## config.mk

```make
export PLATFORM = sky130hd
export DESIGN_NAME = digit_renderer
export DESIGN_NICKNAME = d
export VERILOG_FILES = /design/src/rtl/digit_renderer.sv
export SDC_FILE = /design/constraint.sdc
export NUM_CORES = 1
export LEC_CHECK = 0
export CAP_MARGIN = 20
export CORE_MARGIN = 5
export CORE_UTILIZATION = 52
export CTS_CLUSTER_DIAMETER = 120
export CTS_CLUSTER_SIZE = 14
export DETAILED_ROUTE_END_ITERATION = 7
export PLACE_DENSITY = 0.81
export SLEW_MARGIN = 20
export SYNTH_ARGS = -nofsm -noshare
export SYNTH_HDL_FRONTEND = slang
export SYNTH_SLANG_ARGS = --single-unit
export TNS_END_PERCENT = 1
```

## constraint.sdc

```tcl
create_clock -name pix_clk -period 2.6 [get_ports pix_clk]
set_input_delay 0.52 -clock pix_clk [delete_from_list [all_inputs] [get_ports pix_clk]]
set_output_delay 0.52 -clock pix_clk [all_outputs]
set_load 0.1 [all_outputs]
```

## src/rtl/digit_renderer.sv

```systemverilog
// Renders NUM_DIGITS scaled 8x8 decimal glyphs over the VGA pixel stream with a 3-cycle pipeline.
// Define DIGIT_RENDERER_HEX_EN to render codes 10..15 as A..F; otherwise those codes render blank.
`timescale 1ns/1ps
module digit_renderer #(
  parameter int         NUM_DIGITS = 4,
  parameter logic [9:0] X0         = 10'd200,
  parameter logic [9:0] Y0         = 10'd120,
  parameter int         SCALE_LOG2 = 2,
  parameter logic [2:0] FG_RGB     = 3'b100,
  parameter logic [2:0] BG_RGB     = 3'b000
) (
  input  logic       pix_clk,
  input  logic       reset_n,
  input  logic [9:0] x_in,
  input  logic [9:0] y_in,
  input  logic       valid_in,
  input  logic       hSync_in,
  input  logic       vSync_in,
  input  logic       wr_en,
  input  logic [2:0] wr_idx,
  input  logic [3:0] wr_digit,
  output logic       hSync,
  output logic       vSync,
  output logic       R,
  output logic       G,
  output logic       B
);

  localparam int CELL = 8 << SCALE_LOG2;
  localparam logic [10:0] BOX_W = 11'(NUM_DIGITS * CELL);
  localparam logic [10:0] BOX_H = 11'(CELL);

  function automatic logic [7:0] font_row(input logic [3:0] code, input logic [2:0] row);
    logic [63:0] g;
    case (code)
      4'd0:    g = 64'h3C666E7666663C00;
      4'd1:    g = 64'h183818181818_7E00;
      4'd2:    g = 64'h3C66060C30607E00;
      4'd3:    g = 64'h3C66061C06663C00;
      4'd4:    g = 64'h0C1C3C6C7E0C0C00;
      4'd5:    g = 64'h7E607C0606663C00;
      4'd6:    g = 64'h3C607C6666663C00;
      4'd7:    g = 64'h7E060C1830303000;
      4'd8:    g = 64'h3C66663C66663C00;
      4'd9:    g = 64'h3C66663E060C3800;
`ifdef DIGIT_RENDERER_HEX_EN
      4'd10:   g = 64'h183C66667E666600;
      4'd11:   g = 64'h7C66667C66667C00;
      4'd12:   g = 64'h3C66606060663C00;
      4'd13:   g = 64'h786C6666666C7800;
      4'd14:   g = 64'h7E60607860607E00;
      4'd15:   g = 64'h7E60607860606000;
`endif
      default: g = 64'h0;
    endcase
    return g[(7 - int'(row)) * 8 +: 8];
  endfunction

  // Stage 1 registers: box test and glyph coordinates
  logic       in_box1_q, in_box1_d;
  logic [2:0] cell1_q, cell1_d;
  logic [2:0] col1_q, col1_d;
  logic [2:0] row1_q, row1_d;
  logic       valid1_q;
  // Stage 2 registers: font ROM output
  logic [7:0] glyph2_q, glyph2_d;
  logic [2:0] col2_q;
  logic       in_box2_q;
  logic       valid2_q;
  // Stage 3 registers: colour
  logic [2:0] rgb3_q, rgb3_d;
  logic [2:0] hs_q, vs_dly_q;

  logic [3:0] shadow_q [0:7];
  logic [3:0] live_q   [0:7];
  logic       vs_q;
  logic       commit;
  logic       wr_ok;

  logic [9:0] dx, dy;
  logic       lit;

  always_comb begin
    dx        = x_in - X0;
    dy        = y_in - Y0;
    // dx/dy cannot wrap once x_in >= X0 and y_in >= Y0 hold, so the upper bounds compare offsets
    in_box1_d = (x_in >= X0) && ({1'b0, dx} < BOX_W) && (y_in >= Y0) && ({1'b0, dy} < BOX_H);
    cell1_d   = 3'(dx >> (3 + SCALE_LOG2));
    col1_d    = 3'(dx >> SCALE_LOG2);
    row1_d    = 3'(dy >> SCALE_LOG2);
  end

  always_comb begin
    glyph2_d = font_row(live_q[cell1_q], row1_q);
  end

  always_comb begin
    lit    = in_box2_q & glyph2_q[3'd7 - col2_q];
    rgb3_d = !valid2_q ? 3'b000 : (lit ? FG_RGB : BG_RGB);
  end

  always_ff @(posedge pix_clk or negedge reset_n) begin
    if (!reset_n) begin
      in_box1_q <= 1'b0;
      cell1_q   <= '0;
      col1_q    <= '0;
      row1_q    <= '0;
      valid1_q  <= 1'b0;
      glyph2_q  <= '0;
      col2_q    <= '0;
      in_box2_q <= 1'b0;
      valid2_q  <= 1'b0;
      rgb3_q    <= 3'b000;
      hs_q      <= 3'b111;
      vs_dly_q  <= 3'b111;
    end else begin
      in_box1_q <= in_box1_d;
      cell1_q   <= cell1_d;
      col1_q    <= col1_d;
      row1_q    <= row1_d;
      valid1_q  <= valid_in;
      glyph2_q  <= glyph2_d;
      col2_q    <= col1_q;
      in_box2_q <= in_box1_q;
      valid2_q  <= valid1_q;
      rgb3_q    <= rgb3_d;
      hs_q      <= {hs_q[1:0], hSync_in};
      vs_dly_q  <= {vs_dly_q[1:0], vSync_in};
    end
  end

  // Commit copies the pre-write shadow; a write on the commit cycle waits for the next frame
  assign commit = vs_q & ~vSync_in;
  assign wr_ok  = wr_en && (int'(wr_idx) < NUM_DIGITS);

  always_ff @(posedge pix_clk or negedge reset_n) begin
    if (!reset_n) begin
      for (int i = 0; i < 8; i++) begin
        shadow_q[i] <= 4'd0;
        live_q[i]   <= 4'd0;
      end
      vs_q <= 1'b1;
    end else begin
      vs_q <= vSync_in;
      if (commit) begin
        for (int i = 0; i < 8; i++) begin
          live_q[i] <= shadow_q[i];
        end
      end
      if (wr_ok) begin
        shadow_q[wr_idx] <= wr_digit;
      end
    end
  end

  assign R     = rgb3_q[2];
  assign G     = rgb3_q[1];
  assign B     = rgb3_q[0];
  assign hSync = hs_q[2];
  assign vSync = vs_dly_q[2];

endmodule

```

-- After elaboration in Yosys (flattened, before gate mapping)
Memory sizes are Yosys's and may differ from the RTL's.
Cells that the tools add are included.
- input port bits: 33
- flip-flop bits (word level): 98
- word-level logic and storage cells: 64
- output and inout port bits: 5
- memories kept: 1
- memory bits (writable): 0
- ROM bits: 672
- bits in latches: 0
- memories (memory ; depth ; width ; rd ports ; clocked after Yosys merged registers in ; write ports ; RTL line ; source):
    (name not given) ; 16 ; 42 ; 1 ; 0 ; 0 ; 35 ; case (code)
- $add $sub $neg: 4
- equality and inequality tests: 0
- $lt $le $gt $ge: 9
- muxes and demuxes: 10
- bitwise operators: 5
- divide/modulo/power cells: 0
- reduce and logical (&&, ||, !) cells: 5
- shifts and indexed selects: 1
- multipliers: 0
- operators by type and width (operator ; number):
    64-bit by 7-bit variable part select with 8-bit output ; 1
    32-bit bitwise mux ; 1
    4-bit binary-select mux with 3-bit select ; 1
    4-bit demux with 3-bit select ; 1
    4-bit two-way mux ; 3
    10-bit by 7-bit greater-or-equal comparator with 1-bit output (second input constant) ; 1
    10-bit by 8-bit greater-or-equal comparator with 1-bit output (second input constant) ; 1
    10-bit by 6-bit less-than comparator with 1-bit output (second input constant) ; 1
    10-bit by 8-bit less-than comparator with 1-bit output (second input constant) ; 1
    10-bit by 7-bit subtractor with 10-bit output (second input constant) ; 1
    10-bit by 8-bit subtractor with 10-bit output (second input constant) ; 1
    4-bit greater-or-equal comparator (second input constant) ; 2
    3-bit NOT with 4-bit output ; 2
    3-bit two-way mux ; 2
    1-bit logical AND ; 5
    3-bit by 4-bit less-than comparator with 1-bit output (second input constant) ; 1
    4-bit by 1-bit less-than comparator with 1-bit output (second input constant) ; 1
    3-bit by 3-bit subtractor with 4-bit output (first input constant) ; 1
    1-bit binary-select mux with 3-bit select ; 1
    3-bit less-than comparator (second input constant) ; 1
    3-bit subtractor (first input constant) ; 1
    1-bit bitwise AND ; 2
    1-bit two-way mux ; 1
    1-bit NOT ; 1

-- Depth between registers and ports, before layout
- depth after elaboration: 6
- depth in mapped cells: 10
- mapped depth without buffers: 9

-- Worst setup path before layout
No wires, ideal clock.
- path kind: register -> register
- from: register cell1_q[0]
- to: register glyph2_q[6]
- cell stages (with the launch flop): 10
- clock period less this slack: 2.544 ns
- arrival time: 2.448 ns
- required time: 2.505 ns
- library setup time: 0.095 ns
- path slack: 0.056 ns
- buffers on the path: 1
- path through: dfrtp_1 > buf_6 > mux4_1 > mux2i_4 > ha_1 > and2b_1 > or3_4 > a22oi_2 > nor2_1 > o31ai_1
- longest elaborated chain between the ends: 6
- ends and longest elaborated chain (what ; RTL line ; source):
    start: declaration ; 61 ; logic [2:0] cell1_q, cell1_d;
    start signal: assignment ; 118 ; cell1_q <= cell1_d;
    3-bit NOT with 4-bit output (not written as such) ; 94 ; glyph2_d = font_row(live_q[cell1_q], row1_q);
    4-bit binary-select mux with 3-bit select ; 94 ;
    4-bit two-way mux (not written as such) (2 in series) ; 94 ;
    memory read 16 x 42 bit ; n/a ;
    64-bit by 7-bit variable part select with 8-bit output ; 56 ; return g[(7 - int'(row)) * 8 +: 8];
    named net glyph2_d[6] ; 66 ; logic [7:0] glyph2_q, glyph2_d;
    end signal: assignment ; 122 ; glyph2_q <= glyph2_d;
    end: declaration ; 66 ;
The timed path passes the listed nets, and every way through them passes these cells. The select of a mux whose other input is x is not followed.
A chain may end at the register's enable or synchronous reset.

-- Worst setup path after layout
Ends and elaborated chain as after synthesis.

==> metrics <==
status=finished, final reports clean; number of detailed-route iterations in the first pass=4; Sw Ratio=0.308; number of synthesized flops with an enable pin=0; CP endpoint=glyph2_q[6]; first-pass GRT wire length=roughly 14 mm; sequential power share=0.465; Slew Limit Fails=0; Clock Power Share=0.228; gr usage total=0.171; antenna violations before repair=0; mux contribution to synthesized area=0.197; Clock Skews=between 9 and 10 ps; worst path arrival time=2860 ps; CP endpoint kind=flip-flop; peak fanout along the critical path=5; Peak VDD IR=about 0.44 mV; die area=about 0.01 sq mm; period utilization=0.999; final wirelength=about 7.9 mm; Antenna Cells=0; die width=roughly 100 um; unrepaired setup endpoints after global routing=true; Logic pwr share=0.307; critical path class=reg2reg; R2R Path End=glyph2_q[6]; Via density=5.55; Leakage=2.25 nW; PD cells=about 750 mW/mm^2; dpl ws=-136 ps; Setup WS post-layout=between 2 and 3 ps; Clock Tree Buf Depth=2; share of cells above drive strength 1=0.369; # setup viols final=0; antenna viol nets, final=0; Register-to-Register Setup Slack=around 2.9 ps; DR WL/cell=16.1 um; Worst Path Required=approximately 2900 ps; maximum capacitance violations=0; Num CTS Buffers=9; DR iter-0 viols=around 130; Vias=approximately 2700; Overflow after GRT=0; mapped cell area=0.00424 sq mm; FF-to-FF Start=cell1_q[0]; Synth Instances=approximately 340; Placed Area=0.00473 sq mm; hpwl dp=about 5.7 mm; die height=around 100 um; clock-pin slew on the worst setup and hold paths=90 ps; Pint=between 2 and 3 mW; routability cong.=0.845; f_max=around 0.39 GHz; cell row count=33; final instance area=roughly 0.0050 sq mm; Area Overhead vs Synth=18.9%; Critical Path Source=cell1_q[0]; Slew @ Worst Pin=approximately 560 ps; starting density of the core=0.524; worst hold path class=in2async; share of the synthesized area in the top cell type=0.514; Avg Cell Area, Syn=roughly 13 sq um; compound-gate portion of the synthesized area=0.0921; I/O Pins=38; worst-case reg-to-reg path depth=11; Nets=around 420; Most used DFF post-synth=dfrtp_1; leading area contributor after synthesis=dfrtp_1; DRC viols=0; vias in the first global route=2880; Hold WS=roughly 120 ps; Fin. Hold Viols=0; Clock Sinks=between 90 and 100; Startpoint Class=flip-flop; asr flop ratio synth=1.00; ranking of synthesized cells by area=dfrtp_1 51%, mux2_2 13%, dfstp_2 3.7%; largest family of logic cells by synthesized area=multiplexers; sequential-to-total area share from yosys stat=0.551; Synth Register Bits=93; fill cell count=approximately 640; H-tree levels=3; headroom to the max-slew limit=0.629; Tmin final=2600 ps; Sw Pwr=between 1 and 1.5 mW; CTS tree=built; Worst-Skew Late Latency=between 300 and 400 ps; CORE AREA=slightly above 0.008 sq mm; hold_buf cts=0; Design Power=3.76 mW; Synth Area in Simple Gates=0.0838; Root Buffer=clkbuf_8; largest net degree at the start of global routing=58; YS warnings=0; post-synthesis adder-cell area fraction=0.0148; Synth Area in XOR/XNOR=0.00620; IO Port Bufs=31; synth unique cells=slightly below 60
[metrics by stage]
stage,TNS (ps),std cells,utilization
finish,0,493,0.623
global route,-451,493,0.623
CTS,0,490,0.613
detailed placement,-406,472,0.585
global placement,-240,472,0.585
floorplan,0,340,-
[routing by layer]
| layer | global-route usage | vias to the layer above | part of all wire |
|---|---|---|---|
| met4 | 0.0611 | 0 | 0.020 |
| li1 | - | 1295 | - |
| met5 | 0 | - | 0 |
| met2 | 0.286 | 68 | 0.51 |
| met3 | 0.0445 | 21 | 0.043 |
| met1 | 0.214 | 1353 | 0.42 |
[power by group through the flow]
stage	Combinational [mW]	Clock, mW	Sequential (mW)
6_report	1.15	0.858	1.75
5_1_grt	1.24	0.962	1.77
4_1_cts	1.07	0.893	1.75
3_5_place_dp	1.00	0	1.78
3_3_place_gp	0.979	0	1.76
2_1_floorplan	0.687	0	1.72
[synth_stat cells, types with 2 or more instances]
cell type / n
a211oi_1: 4
a21oi_1: 8
a221oi_1: 2
a31oi_1: 5
and2_1: 4
and3_1: 2
buf_1: 3
buf_2: 3
buf_4: 7
buf_6: 3
clkbuf_1: 17
dfrtp_1: 87
dfstp_2: 6
ha_1: 5
inv_1: 12
mux2_2: 49
mux2i_1: 3
mux2i_4: 3
mux4_1: 2
mux4_2: 6
nand2_1: 19
nand2b_1: 4
nand3_1: 4
nor2_1: 20
nor2b_1: 4
nor3_1: 5
nor3b_1: 2
o211ai_1: 2
o21a_1: 2
o21ai_0: 9
o21ai_1: 2
o221ai_1: 2
o22ai_1: 4
o311ai_1: 2
o31ai_1: 2
xnor2_1: 2
[cells in the final DEF (no fill, tap or decap), drive strengths merged, types with 3 or more instances in the layout]
cell	count
mux2i	6
a211oi	4
ha	5
a21oi	9
nand2	19
nor2	21
nor3	5
inv	12
buf	40
o21ai	11
a31oi	5
dfrtp	87
nand2b	4
clkdlybuf4s50	27
dfstp	6
mux2	49
clkinvlp	3
o22ai	4
clkinv	3
nand3	4
mux4	8
and2	4
nor2b	4
clkbuf	9
[what timing repair did]
item                                    4_1_cts  5_1_grt
pin swaps                                     2        3
endpoints found under the hold margin         0        0
gates resized for setup                      12       11
endpoints found under the setup margin        5        6
setup buffers                                 3        3
[critical path, cell delays in order, from the launching register on]
cell and delay, ps:
dfrtp_2 450, buf_6 140, mux4_2 520, mux2i_4 240
inv_2 90, ha_4 190, buf_4 140, nand2_1 120
nand2_2 90, o32ai_2 310, o311ai_1 120, o31ai_1 100
[registers in the layout, indices dropped and copies added (netlist names)]
signal,cells
live_q,32
vs_dly_q,3
row1_q,3
col1_q,3
in_box2_q,1
valid2_q,1
col2_q,3
cell1_q,3
in_box1_q,1
glyph2_q,6
rgb3_q,1
shadow_q,32
valid1_q,1
hs_q,3
[cell type report]
| class | instances | area, sq um | area share |
|---|---|---|---|
| clock buffers | 9 | 124 | 0.0246 |
| clock inverters | 6 | 52.6 | 0.0104 |
| inverters | 12 | 45.0 | 0.00894 |
| multi-input cells | 201 | 1750 | 0.348 |
| flip-flops and latches | 93 | 2340 | 0.463 |
| well taps | 105 | 131 | 0.0261 |
| repair buffers | 67 | 599 | 0.119 |
[worst min-delay path by stage]
| stage | start | end | slack [ps] | depth (start not counted) |
|---|---|---|---|---|
| 2_1_floorplan | reset_n | cell1_q[0] | 220 | 0 |
| 3_3_place_gp | in_box1_q | in_box2_q | 340 | 0 |
| 3_5_place_dp | col1_q[0] | col2_q[0] | 340 | 0 |
| 4_1_cts | reset_n | row1_q[0] | 120 | 1 |
| 5_1_grt | reset_n | row1_q[0] | 140 | 1 |
| 6_report | reset_n | glyph2_q[2] | 120 | 1 |
[kinds of logic after synthesis]
kind of cell	count (synthesis)
buffers and inverters	46
flip-flops	93
adder cells (fa/ha/maj)	5
XOR/XNOR	3
multiplexers	63
other	1
AO/OA/AOI/OAI	56
AND/OR/NAND/NOR	72
No activity file was read; power rests on OpenSTA's default activity.
